File: config.mk
export PLATFORM = sky130hd
export DESIGN_NAME = chirp_waveform_responder
export DESIGN_NICKNAME = d
export VERILOG_FILES = /design/src/rtl/chirp_waveform_responder.sv
export SDC_FILE = /design/constraint.sdc
export NUM_CORES = 1
export LEC_CHECK = 0
export ABC_AREA = 1
export CAP_MARGIN = 10
export CORE_ASPECT_RATIO = 1.5
export CORE_MARGIN = 2
export CORE_UTILIZATION = 25
export CTS_CLUSTER_DIAMETER = 40
export DETAILED_ROUTE_END_ITERATION = 8
export PLACE_DENSITY = 0.44
export SLEW_MARGIN = 5
export SYNTH_ARGS = -nofsm -noshare
export SYNTH_HDL_FRONTEND = slang
export SYNTH_SLANG_ARGS = --single-unit
File: constraint.sdc
create_clock -name aclk -period 10.7 [get_ports aclk]
set_input_delay 3.21 -clock aclk [delete_from_list [all_inputs] [get_ports aclk]]
set_output_delay 3.21 -clock aclk [all_outputs]
set_load 0.01 [all_outputs]
File: src/rtl/chirp_waveform_responder.sv
// -----------------------------------------------------------------------------
// chirp_waveform_responder
//
// Chirp-side responder to the radar pulse controller's chirp handshake. When
// ready and chirp_init arrives with chirp_enable high, the chirp configuration
// is latched and a linear-FM chirp is streamed out as phase/frequency words
// from a quadratic phase accumulator (frequency ramps by a constant step each
// sample, phase integrates frequency). The stream uses valid/ready handshaking
// so the downstream DDS/DAC path can apply backpressure.
//
// Ports:
//   aclk, areset             clock, synchronous active-high reset
//   chirp_init               single-cycle start request
//   chirp_enable             level, must stay high for the whole pulse
//   chirp_ready              high while a start request will be accepted
//   chirp_active             high while samples are being generated
//   chirp_done               one-cycle pulse on normal completion
//   chirp_aborted            one-cycle pulse when chirp_enable drops mid-pulse
//   chirp_counter_max        chirp length in samples (latched on accept)
//   chirp_freq_offset        start frequency word f0 (latched on accept)
//   chirp_tuning_word_coeff  signed per-sample frequency increment
//   out_phase, out_freq      current sample's phase and frequency words
//   out_tvalid, out_tlast    stream valid and final-sample marker
//   out_tready               downstream accept
// -----------------------------------------------------------------------------
module chirp_waveform_responder #(
    parameter int PHASE_W       = 32,
    parameter int SETTLE_CYCLES = 16,
    parameter int GUARD_CYCLES  = 4
) (
    input  logic               aclk,
    input  logic               areset,
    input  logic               chirp_init,
    input  logic               chirp_enable,
    output logic               chirp_ready,
    output logic               chirp_active,
    output logic               chirp_done,
    output logic               chirp_aborted,
    input  logic [31:0]        chirp_counter_max,
    input  logic [PHASE_W-1:0] chirp_freq_offset,
    input  logic [PHASE_W-1:0] chirp_tuning_word_coeff,
    output logic [PHASE_W-1:0] out_phase,
    output logic [PHASE_W-1:0] out_freq,
    output logic               out_tvalid,
    output logic               out_tlast,
    input  logic               out_tready
);

    localparam logic [2:0] ST_SETTLE  = 3'd0;
    localparam logic [2:0] ST_READY   = 3'd1;
    localparam logic [2:0] ST_RUN     = 3'd2;
    localparam logic [2:0] ST_DONE    = 3'd3;
    localparam logic [2:0] ST_ABORT   = 3'd4;
    localparam logic [2:0] ST_HOLDOFF = 3'd5;

    localparam logic [15:0] SETTLE_LAST = 16'(SETTLE_CYCLES - 1);
    localparam logic [15:0] GUARD_LAST  = 16'(GUARD_CYCLES - 1);

    logic [2:0]         state_q, state_d;
    logic [15:0]        tmr_q, tmr_d;
    logic [PHASE_W-1:0] phase_q, phase_d;
    logic [PHASE_W-1:0] freq_q, freq_d;
    logic [31:0]        cnt_q, cnt_d;
    logic [31:0]        len_q, len_d;
    logic [PHASE_W-1:0] step_q, step_d;
    logic               last_sample;

    assign last_sample = (cnt_q == len_q - 32'd1);

    always_comb begin
        state_d = state_q;
        tmr_d   = tmr_q;
        phase_d = phase_q;
        freq_d  = freq_q;
        cnt_d   = cnt_q;
        len_d   = len_q;
        step_d  = step_q;
        case (state_q)
            ST_SETTLE: begin
                if (tmr_q == SETTLE_LAST) begin
                    state_d = ST_READY;
                    tmr_d   = 16'd0;
                end else begin
                    tmr_d = tmr_q + 16'd1;
                end
            end
            ST_READY: begin
                if (chirp_init && chirp_enable) begin
                    len_d   = chirp_counter_max;
                    step_d  = chirp_tuning_word_coeff;
                    phase_d = '0;
                    freq_d  = chirp_freq_offset;
                    cnt_d   = 32'd0;
                    // A zero-length chirp still reports completion.
                    state_d = (chirp_counter_max != 32'd0) ? ST_RUN : ST_DONE;
                end
            end
            ST_RUN: begin
                // Abort wins over a simultaneous final beat, and that beat
                // does not advance the accumulators.
                if (!chirp_enable) begin
                    state_d = ST_ABORT;
                end else if (out_tready) begin
                    phase_d = phase_q + freq_q;
                    freq_d  = freq_q + step_q;
                    cnt_d   = cnt_q + 32'd1;
                    if (last_sample) begin
                        state_d = ST_DONE;
                    end
                end
            end
            ST_DONE, ST_ABORT: begin
                state_d = ST_HOLDOFF;
                tmr_d   = 16'd0;
            end
            ST_HOLDOFF: begin
                if (tmr_q == GUARD_LAST) begin
                    state_d = ST_READY;
                    tmr_d   = 16'd0;
                end else begin
                    tmr_d = tmr_q + 16'd1;
                end
            end
            default: begin
                state_d = ST_SETTLE;
                tmr_d   = 16'd0;
            end
        endcase
    end

    always_ff @(posedge aclk) begin
        if (areset) begin
            state_q <= ST_SETTLE;
            tmr_q   <= 16'd0;
            phase_q <= '0;
            freq_q  <= '0;
            cnt_q   <= 32'd0;
        end else begin
            state_q <= state_d;
            tmr_q   <= tmr_d;
            phase_q <= phase_d;
            freq_q  <= freq_d;
            cnt_q   <= cnt_d;
        end
    end

    // Configuration is only meaningful while a chirp is in flight, so it
    // carries no reset.
    always_ff @(posedge aclk) begin
        len_q  <= len_d;
        step_q <= step_d;
    end

    // All outputs decode straight from registered state and counters.
    assign chirp_ready   = (state_q == ST_READY);
    assign chirp_active  = (state_q == ST_RUN);
    assign chirp_done    = (state_q == ST_DONE);
    assign chirp_aborted = (state_q == ST_ABORT);
    assign out_tvalid    = (state_q == ST_RUN);
    assign out_tlast     = (state_q == ST_RUN) && last_sample;
    assign out_phase     = phase_q;
    assign out_freq      = freq_q;

endmodule

# [Word level (Yosys, flattened, before mapping)]
# Cells that the tools add are included.
[op_classes] n_addsub=5 eq_ne=15 muxes=22 n_reduce_logical=10
[ops] operator="$mux W32" count=8
[ops] operator="$pmux W32 S2" count=3
[ops] operator="$add A32 B32 Y32" count=2
[ops] operator="$pmux W16 S3" count=1
[ops] operator="$add A32 B1 Y32 const B" count=1
[ops] operator="$eq A32 B32 Y1" count=1
[ops] operator="$mux W16" count=2
[ops] operator="$reduce_bool A32 Y1" count=1
[ops] operator="$sub A32 B1 Y32 const B" count=1
[ops] operator="$mux W3" count=6
[ops] operator="$add A16 B1 Y16 const B" count=1
[ops] operator="$eq A16 B2 Y1 const B" count=1
[ops] operator="$eq A16 B4 Y1 const B" count=1
[ops] operator="$pmux W3 S5" count=1
[ops] operator="$eq A3 B2 Y1 const B" count=2
[ops] operator="$eq A3 B3 Y1 const B" count=2
[ops] operator="$ne A2 B2 Y1 const B" count=3
[ops] operator="$ne A3 B2 Y1 const B" count=2
[ops] operator="$reduce_and A5 Y1" count=1
[ops] operator="$ne A2 B1 Y1 const B" count=2
[ops] operator="$reduce_and A4 Y1" count=1
[ops] operator="$reduce_or A2 Y1" count=2
[ops] operator="$eq A3 B1 Y1 const B" count=1
[ops] operator="$logic_not A3 Y1" count=1
[ops] operator="4 further kinds" count=5
[word_totals] register_bits=179 inputBits=101 out_inout_bits=70 elab_cells=59

# [Longest topological paths before layout]
[logic_depth] depth_word=6 mapped_depth=17 mapped_depth_nobuf=17

# [Worst setup path after synthesis]
# OpenSTA, ideal clock, no wires.
[synth_path] kind="input-to-reg" from="input chirp_init" to="register freq_q[30], in the netlist out_freq[30]" setup_ps=74 arrival_time_ps=6007 required_time_ps=10626 slack_ps=4619 stages=5 n_path_buf=1 path_cell_list="nand2_1 nor2_1 clkbuf_1 a22oi_1 a21oi_1"
[synth_between] elab_chain_len=3
[synth_rtl] element="start: declaration" line="33" text="input logic chirp_init,"
[synth_rtl] element="$logic_and A1 B1 Y1" line="88" text="if (chirp_init && chirp_enable) begin"
[synth_rtl] element="$ne A2 B1 Y1 (no source line)"
[synth_rtl] element="$reduce_and A4 Y1 (no source line)"
[synth_rtl] element="end signal: assignment" line="142" text="freq_q <= freq_d;"
[synth_rtl] element="end: declaration" line="62" text="logic [PHASE_W-1:0] freq_q, freq_d;"
# No other way between the ends.
# A chain may end at the register's enable or synchronous reset.

# [Final worst setup path]
[layout_path] from="register len_q[0]" to="output out_tlast"
[layout_between] elab_chain_len=3
[layout_rtl] element="start: declaration" line="64" text="logic [31:0] len_q, len_d;"
[layout_rtl] element="start signal: assignment" line="150" text="len_q <= len_d;"
[layout_rtl] element="$sub A32 B1 Y32" line="68" text="assign last_sample = (cnt_q == len_q - 32'd1);"
[layout_rtl] element="$eq A32 B32 Y1" line="68"
[layout_rtl] element="$logic_and A1 B1 Y1" line="160" text="assign out_tlast = (state_q == ST_RUN) && last_sample;"
[layout_rtl] element="end: declaration" line="45" text="output logic out_tlast,"
# No other way between the ends.

==> summary.txt <==
Die
  – Die X: ~180 µm
  – Die height: 274 µm
  – Starting Density: 0.252
  – # rows: 99
  – Die area: 50,600 µm²
  – Ports: 171
  – Core Region: slightly below 50,000 µm²

Power
  – Pwr dens: around 120 nW/µm²
  – Leak: 5.96 nW
  – Post-layout power: ~1.8 mW
  – VDD IR-drop max: 0.115 mV

Yosys
  – Main synth FF type: dfxtp_1
  – Synth Area in Compound Gates: 0.169
  – Synth top area share: 0.189
  – Synth Instances: between 1,500 and 2,000
  – Main combinational cell family by area after synthesis: simple AND/OR/NAND/NOR gates
  – Ys async rst share: 0
  – Synth area leaders: dfxtp_1 19%, edfxtp_1 16%, nand2_1 12%, a21oi_1 7.4%, ha_1 6.7%
  – Seq/Total Area, Yosys: 0.347
  – Number of synthesized flops with an enable pin: 64
  – Syn Area/Cell: about 7.1 µm²
  – Cell accounting for the most synthesized area: dfxtp_1
  – Mapped Area: about 12,000 µm²
  – Synth Area in XOR/XNOR: 0.0473
  – Syn_nets: about 1,900
  – Synthesis Warnings: 0
  – Simple-Gate Fraction of Synth Area: 0.292
  – Post-synthesis adder-cell area fraction: 0.0700
  – Synth Register Bits: ~180
  – Post-synthesis mux area share: 0
  – Synth unique cells: between 50 and 60

Min path
  – WHS Endpoint: out_phase[24]$_SDFFE_PP0P_
  – Hold Startpoint: out_phase[24]$_SDFFE_PP0P_
  – Min-Delay Path Depth: 2
  – Hold Path Class: reg -> reg

Timing
  – Fmax: about 140 MHz
  – Crit path time final: between 6 and 7 ns
  – Final worst path period share: 0.649
  – Worst-Margin Slew: about 1.1 ns
  – Worst Clk Skew: roughly 0.013 ns
  – RSZ-0062 raised after global routing: false
  – Final worst slack: between 3 and 4 ns
  – Final Slew Violations: 0
  – Hold Slack: between 0.4 and 0.5 ns
  – Final hold violations: 0
  – Relative slew slack: 0.260
  – Setup violations, final: 0
  – Setup TNS: 0 ns

Setup path
  – Worst-path fanout max: 12
  – Crit start category: flip-flop
  – CP arrival: approximately 3.7 ns
  – Required time of the worst setup path: roughly 7.5 ns
  – CP Capture Type: output pin
  – Delay-heaviest family, CP: simple AND/OR/NAND/NOR gates
  – Critical Path Start: len_q[0]$_DFFE_PP_
  – Reg2reg path depth: 12
  – R2r setup slk: roughly 7.2 ns
  – CP Cell Sequence: inv_1 > ha_1 > nand2_2 > nor2_4 > nand3_1 > nor2_2 > nand2_1 > nand2_1 > nand3_1 > or3_1 > nor2_1 > nand4_1 > nor2_1 > clkdlybuf4s50_1
  – Crit path kind: reg -> out
  – Reg2reg end: out_freq[4]$_SDFFE_PP0P_
  – Reg2Reg Launch Point: state_q[1]$_SDFFE_PP0P_
  – Buf+Inv Stages, Crit Path: 2
  – Crit path largest cell delay: ~0.56 ns
  – Crit-path slowest cell: clkdlybuf4s50_1

Global route
  – Antenna violations before repair: 0
  – Tot GR Track Use: 0.177
  – Largest net degree at the start of global routing: 74
  – First-pass GRT wire length: around 67,000 µm
  – Vias in the first global route: approximately 12,000
  – Grt ovf: 0

Placed design
  – IO Port Bufs: 170
  – Placed Area: roughly 15,000 µm²
  – Placer congestion estimate: between 0.9 and 1
  – Pre-CTS WS: between 3 and 4 ns
  – Post-DP HPWL: 36,000 µm

CTS
  – Worst skew pair latency: ~0.47 ns
  – Clock transition at path regs: 0.07 ns
  – Clock Sinks: about 180
  – Clock buffer count from CTS: 17
  – # hold bufs at CTS: 0
  – TritonCTS clock tree: built
  – Clk root buf: clkbuf_16
  – Maximum clock insertion buffer count: 2
  – H-tree level count: 4
  – Postcts setup bufs: 0
  – Post-cts sizing count: 0

Finish
  – Final net count: between 2,000 and 2,500
  – Layout cells sized above 1: 0.0479
  – Design area: 15,200 µm²
  – Commonest cells after routing, fill and taps aside: 387 x nand2_1, 188 x inv_1, 181 x a21oi_1
  – Commonest non-fill, non-tap cell in the layout: nand2_1
  – Diode count: 0
  – P&R area growth vs syn: 24.8%

Route
  – Routed WL: 44,500 µm
  – Drt pass-1 iters: 5
  – First DRT Iteration DRCs: 492
  – DR vias/cell: roughly 4.7
  – WL/cell: 17.6 µm
  – Vias: 11,894
  – Post-route ant nets: 0
  – DRC viols: 0

Flow run
  – Max cap viols: 0

Run status
  – Status: complete, no violations
## report_power, final
group          internal (mW)  total (mW)  switching (mW)
Combinational          0.119       0.323           0.204
Sequential             0.734       0.761          0.0271
Clock                  0.377       0.678           0.301
Total                   1.23        1.76           0.532
## state kept, by name, summed over array words and instances (netlist names)
| name | flops |
|---|---|
| state_q | 3 |
| step_q | 32 |
| out_phase | 32 |
| len_q | 32 |
| cnt_q | 32 |
| out_freq | 32 |
| tmr_q | 16 |
## tightest hold or removal path, delay by kind of cell, from the launching register on
kind            cells  cell delay (ns)
compound gates      1             0.05
flops               1             0.33
simple gates        1             0.06
## stage by stage
stage	utilization	std cells
floorplan	-	1708
finish	0.314	2536
global placement	0.301	2504
CTS	0.314	2536
global route	0.314	2536
detailed placement	0.301	2504
## metal layers
layer / routed length (µm) / vias to the layer above / GRT usage
li1: - / 6115 / -
met1: 15900 / 5497 / 0.169
met2: 25700 / 212 / 0.362
met3: 928 / 70 / 0.0230
met4: 2040 / 0 / 0.0922
met5: 0 / - / 0
## worst max path at each step
| stage | cells past startpoint | to | slack [ns] |
|---|---|---|---|
| global placement | 13 | out_freq[7]$_SDFFE_PP0P_ | 4.02 |
| finish | 14 | out_tlast | 3.76 |
| global route | 14 | out_tlast | 3.51 |
| CTS | 14 | out_tlast | 3.66 |
| floorplan | 5 | out_freq[30]$_SDFFE_PP0P_ | 4.62 |
| detailed placement | 13 | out_phase[13]$_SDFFE_PP0P_ | 3.96 |
## final cells by class
class | instances | area [µm²]
Timing Repair Buffer | 178 | 1760
Sequential cell | 179 | 4220
Tap cell | 656 | 821
Inverter | 196 | 736
Multi-Input combinational cell | 1295 | 7060
Clock buffer | 19 | 443
Fill cell | 5278 | 33200
Clock inverter | 13 | 173
## cell families after synthesis
| group | Yosys count |
|---|---|
| adders and majority gates | 67 |
| AOI/OAI and AO/OA | 360 |
| buffers and inverters | 234 |
| and+or+nand+nor | 803 |
| DFF | 179 |
| xor gates and xnor gates | 65 |
## cell usage after synthesis, types with 7 or more instances
cell and count:
nor2_1 179, nand2_1 387, dfxtp_1 115, nor2_2 8, or2_2 7, o21bai_1 13, buf_2 15, nor4_1 19
nor3_2 7, clkbuf_1 19, nand3b_1 12, o21ai_1 9, a21o_1 13, xor2_1 37, ha_1 65, nand3_1 86
a31oi_1 16, o21ai_0 72, nor3_1 36, inv_1 188, edfxtp_1 64, xnor2_1 27, inv_2 7, a22oi_1 25
a21oi_1 181, nand4_1 38
No activity file was read; power rests on OpenSTA's default activity.
